## config.mk

```make
export PLATFORM = sky130hd
export DESIGN_NAME = spi_i2s_tx_fifo
export DESIGN_NICKNAME = d
export VERILOG_FILES = /design/src/rtl/spi_i2s_tx_fifo.sv
export SDC_FILE = /design/constraint.sdc
export NUM_CORES = 1
export LEC_CHECK = 0
export CAP_MARGIN = 10
export CORE_MARGIN = 5
export CORE_UTILIZATION = 52
export DETAILED_ROUTE_END_ITERATION = 12
export PLACE_DENSITY = 0.75
export SETUP_SLACK_MARGIN = 0.4
export SKIP_LAST_GASP = 1
export SLEW_MARGIN = 20
export SYNTH_ARGS = -nofsm -noshare
export SYNTH_HDL_FRONTEND = slang
export SYNTH_SLANG_ARGS = --single-unit
export TNS_END_PERCENT = 30
```

## constraint.sdc

```tcl
create_clock -name i2s_clk_shft -period 3.8 [get_ports i2s_clk_shft]
set_input_delay 0.57 -clock i2s_clk_shft [delete_from_list [all_inputs] [get_ports i2s_clk_shft]]
set_output_delay 0.57 -clock i2s_clk_shft [all_outputs]
set_load 0.05 [all_outputs]
```

## src/rtl/spi_i2s_tx_fifo.sv

```systemverilog
// Transmit FIFO (8x32) for the SPI/I2S shifter: MSB-aligns words on push, show-ahead head word.
// Latency: a push is visible on fill/head the next cycle; a pop presents the next word the next cycle.
// Backpressure: none. A push at full without a pop is dropped (ovr_err). A pop at empty is ignored (udr_err).
module spi_i2s_tx_fifo #(
    parameter int DW    = 32,
    parameter int DEPTH = 8,
    parameter int AW    = 3
) (
    input  logic          i2s_clk_shft,
    input  logic          rst,
    input  logic          flush,
    input  logic          wr_en,
    input  logic [DW-1:0] wr_dat,
    input  logic [1:0]    datlen,
    input  logic          tx_fifo_acq,
    input  logic [2:0]    txe_thr,
    input  logic          err_clr,
    output logic [DW-1:0] tx_fifo_dat,
    output logic [3:0]    tx_fifo_fill,
    output logic          tx_empty,
    output logic          tx_full,
    output logic          txe,
    output logic          ovr_err,
    output logic          udr_err
);

    logic [DW-1:0] mem [DEPTH];
    logic [AW-1:0] wr_ptr;
    logic [AW-1:0] rd_ptr;
    logic [3:0]    fill;
    logic [DW-1:0] wr_aligned;
    logic          push_ok;
    logic          pop_ok;
    logic          ovr_set;
    logic          udr_set;

    always_comb begin
        wr_aligned = wr_dat;
        case (datlen)
            2'b00:   wr_aligned = {wr_dat[15:0], 16'h0};
            2'b01:   wr_aligned = {wr_dat[23:0], 8'h0};
            default: wr_aligned = wr_dat;
        endcase
    end

    assign tx_empty     = (fill == 4'd0);
    assign tx_full      = (fill == 4'(DEPTH));
    assign txe          = (fill <= {1'b0, txe_thr});
    assign tx_fifo_fill = fill;
    assign tx_fifo_dat  = tx_empty ? '0 : mem[rd_ptr];

    // At full, a simultaneous pop frees the slot the push lands in.
    assign pop_ok  = tx_fifo_acq && !tx_empty;
    assign push_ok = wr_en && (!tx_full || tx_fifo_acq);
    assign ovr_set = !flush && wr_en && tx_full && !tx_fifo_acq;
    assign udr_set = !flush && tx_fifo_acq && tx_empty;

    always_ff @(posedge i2s_clk_shft) begin
        if (!rst && !flush && push_ok) begin
            mem[wr_ptr] <= wr_aligned;
        end
    end

    always_ff @(posedge i2s_clk_shft) begin
        if (rst) begin
            wr_ptr  <= '0;
            rd_ptr  <= '0;
            fill    <= '0;
            ovr_err <= 1'b0;
            udr_err <= 1'b0;
        end else begin
            if (flush) begin
                wr_ptr <= '0;
                rd_ptr <= '0;
                fill   <= '0;
            end else begin
                if (push_ok) wr_ptr <= wr_ptr + 1'b1;
                if (pop_ok)  rd_ptr <= rd_ptr + 1'b1;
                case ({push_ok, pop_ok})
                    2'b10:   fill <= fill + 4'd1;
                    2'b01:   fill <= fill - 4'd1;
                    default: fill <= fill;
                endcase
            end
            // A same-cycle set beats err_clr.
            if (ovr_set)      ovr_err <= 1'b1;
            else if (err_clr) ovr_err <= 1'b0;
            if (udr_set)      udr_err <= 1'b1;
            else if (err_clr) udr_err <= 1'b0;
        end
    end

endmodule

```

==> summary.md <==
| Metric | Value |
|---|---|
| Power Density | `477.4 nW/um2` |
| I/O pin count | `84` |
| # diodes | `0` |
| Power, Total | `6307 uW` |
| Register bit total from synthesis | `271` |
| Worst Hold Launch | `udr_err$_SDFFE_PP0P_` |
| Fillers | `1463` |
| Critical-path maximum fanout | `26` |
| Fmax | `297.0 MHz` |
| Max Slew Vio Count | `0` |
| Ys flop type | `edfxtp_1` |
| Clock Sinks | `271` |
| Max H-tree Level | `1` |
| Period minus WS final | `3367 ps` |
| Reg area | `7994 um2` |
| Yosys warns | `0` |
| Synth top area cells | `edfxtp_1, mux4_2, mux2i_1` |
| Initial Util | `52.57%` |
| Setup Slack @ Placement | `565.0 ps` |
| Crit Path Category | `flop to primary output` |
| Post-synthesis cell area | `11020 um2` |
| Number of routed nets with antenna violations | `0` |
| Dpl hpwl | `13300 um` |
| Vias in the first global route | `5925` |
| Status | `complete, no violations` |
| Antenna violations before repair | `0` |
| Synth top area share | `69.79%` |
| Routed WL | `22780 um` |
| Nets | `747` |
| Worst min path class | `flop to flop` |
| First-pass iteration count of the detailed router | `5` |
| Fin. Hold Viols | `0` |
| Leakage | `0.004338 uW` |
| Final period util | `88.61%` |
| Startpoint types | `flop` |
| Placeable Area | `20960 um2` |
| Port bufs | `83` |
| PnR worst setup slack | `432.8 ps` |
| Gate Count Post-Synth | `589` |
| Setup crit end kind | `primary output` |
| Worst EP required | `3230 ps` |
| Yosys top cell by area | `edfxtp_1` |
| FF-to-FF Start | `tx_fifo_fill[0]$_SDFFE_PP0P_` |
| EDFF count, synth | `256` |
| Gr ovfl total | `0` |
| Slew @ Worst Pin | `1053 ps` |
| DRC Markers | `0` |
| Clk root buf | `clkbuf_16` |
| All-Layer GR Usage | `18.97%` |
| RSZ-0062 raised after global routing | `true` |
| CTS Buf Count | `26` |
| Area growth syn-to-layout | `19.93%` |
| Clock Latency Late Sink | `510 ps` |
| Die height | `155.5 um` |
| Clock-pin slew on the worst setup and hold paths | `60 ps` |
| Initial DRC count | `498` |
| First-pass GRT wire length | `35010 um` |
| Row cnt | `53` |
| GPL Wtd Cong | `0.7093` |
| Share of cells above drive strength 1 | `20.28%` |
| Hold-fix buffers, CTS | `0` |
| Syn Nets | `640` |
| Die area | `24190 um2` |
| DR vias | `5720` |
| CTS Buffer Depth | `3` |
| # Max-Cap Violations | `0` |
| Largest net degree at the start of global routing | `65` |
| Slew HR | `29.08%` |
| Wire length per cell | `23.01 um` |
| DR vias/cell | `5.778` |
| Worst endpoint data arrival time | `2800 ps` |
| CTS tree | `done` |
| Post-Syn Area per Cell | `18.70 um2` |
| Area of the multi-input gates | `2907 um2` |
| VDD IR-drop max | `0.3310 mV` |
| Post-synth cell types | `35` |
| Seq/Total Area, Yosys | `72.51%` |
| Clk_skew | `4.246 ps` |
| Final setup fails | `0` |
| Post-synth ARST share | `0%` |
| Die X | `155.5 um` |
worst max-delay path, stage by stage, from the launching register on:
cell             delay (ps)
dfxtp_4                 500
buf_12                  270
mux4_2                  530
mux2i_1                 190
nor2_1                   60
clkdlybuf4s50_1         710
worst paths after layout:
check	endpoint	slack [ps]	depth (start not counted)
worst min register to register	udr_err$_SDFFE_PP0P_	480	2
worst max-delay path	tx_fifo_dat[31]	430	5
worst min-delay path	udr_err$_SDFFE_PP0P_	480	2
worst max register to register	tx_fifo_fill[2]$_SDFFE_PP0P_	1120	9
metal layers:
layer  global-route usage, %  wire, um  up-vias
li1                        -         -     2549
met1                   26.87      9574     2940
met2                   31.90     11410      205
met3                   2.802      1446       26
met4                   4.210       342        0
met5                       0         0        -
cell families after synthesis:
family	synth area share, %
adder cells (fa/ha/maj)	0.9087
buffers and inverters	1.567
AO/OA/AOI/OAI	2.056
AND/OR/NAND/NOR	4.771
flip-flops	72.51
multiplexers	17.63
XOR/XNOR	0.5566
stage by stage:
| step | cell area (um2) | instances | TNS [ps] | hold slack [ps] | util (%) |
|---|---|---|---|---|---|
| after CTS | 13110 | 979 | 0 | 483.9 | 62.58 |
| after global placement | 12270 | 932 | 0 | 452.4 | 58.54 |
| after global routing | 13210 | 990 | 0 | 526.5 | 63.05 |
| after detailed placement | 12270 | 932 | 0 | 475.5 | 58.54 |
| after floorplan | 11020 | 589 | -4133 | 484.7 | - |
| final | 13210 | 990 | 0 | 480.7 | 63.05 |
state kept, by name, indices dropped and copies added (netlist names), named ones only:
name	flops
udr_err	1
mem	256
rd_ptr	3
wr_ptr	3
tx_fifo_fill	4
ovr_err	1
power breakdown:
group,internal (uW),leakage [uW],switching [uW]
Combinational,167,0.00147,284
Sequential,3310,0.00245,12.4
Clock,1540,0.000420,1000
Yosys cell counts (2+ instances only):
| cell | n |
|---|---|
| edfxtp_1 | 256 |
| mux4_2 | 64 |
| mux2i_1 | 50 |
| nor2_1 | 48 |
| nand2_1 | 34 |
| o21ai_0 | 28 |
| dfxtp_1 | 15 |
| clkbuf_1 | 13 |
| buf_1 | 9 |
| and2_1 | 8 |
| ha_1 | 8 |
| a21oi_1 | 6 |
| buf_4 | 6 |
| xor2_1 | 6 |
| inv_1 | 5 |
| nand2b_1 | 4 |
| nand3_1 | 4 |
| buf_2 | 3 |
| nand3b_1 | 3 |
| a21o_1 | 2 |
| nor2b_1 | 2 |
| nor3_1 | 2 |
cells in the final DEF (no fill, tap or decap), types with 5 or more instances in the layout:
cell and n:
a21oi_1 6, and2_1 8, buf_4 24, clkbuf_1 7
clkbuf_16 27, clkdlybuf4s50_1 70, dfxtp_1 12, dlygate4sd2_1 6
dlymetal6s2s_1 6, edfxtp_1 256, ha_1 8, inv_1 5
mux2i_1 50, mux4_2 64, nand2_1 34, nor2_1 42
o21ai_0 28, xor2_1 6
what timing repair did:
action	4_1_cts	5_1_grt
setup endpoints to repair	21	23
setup buffers	0	11
gates cloned	0	0
gates resized for setup	6	6
final cells by class:
| type | count | share of cell area [%] |
|---|---|---|
| timing repair buffer | 111 | 8.277 |
| sequential | 271 | 60.51 |
| multi-input combinational | 281 | 22.00 |
| tap | 275 | 2.604 |
| clock inverter | 11 | 0.9471 |
| inverter | 5 | 0.1421 |
| clock buffer | 36 | 5.521 |
Power figures use the tool's default switching activity.
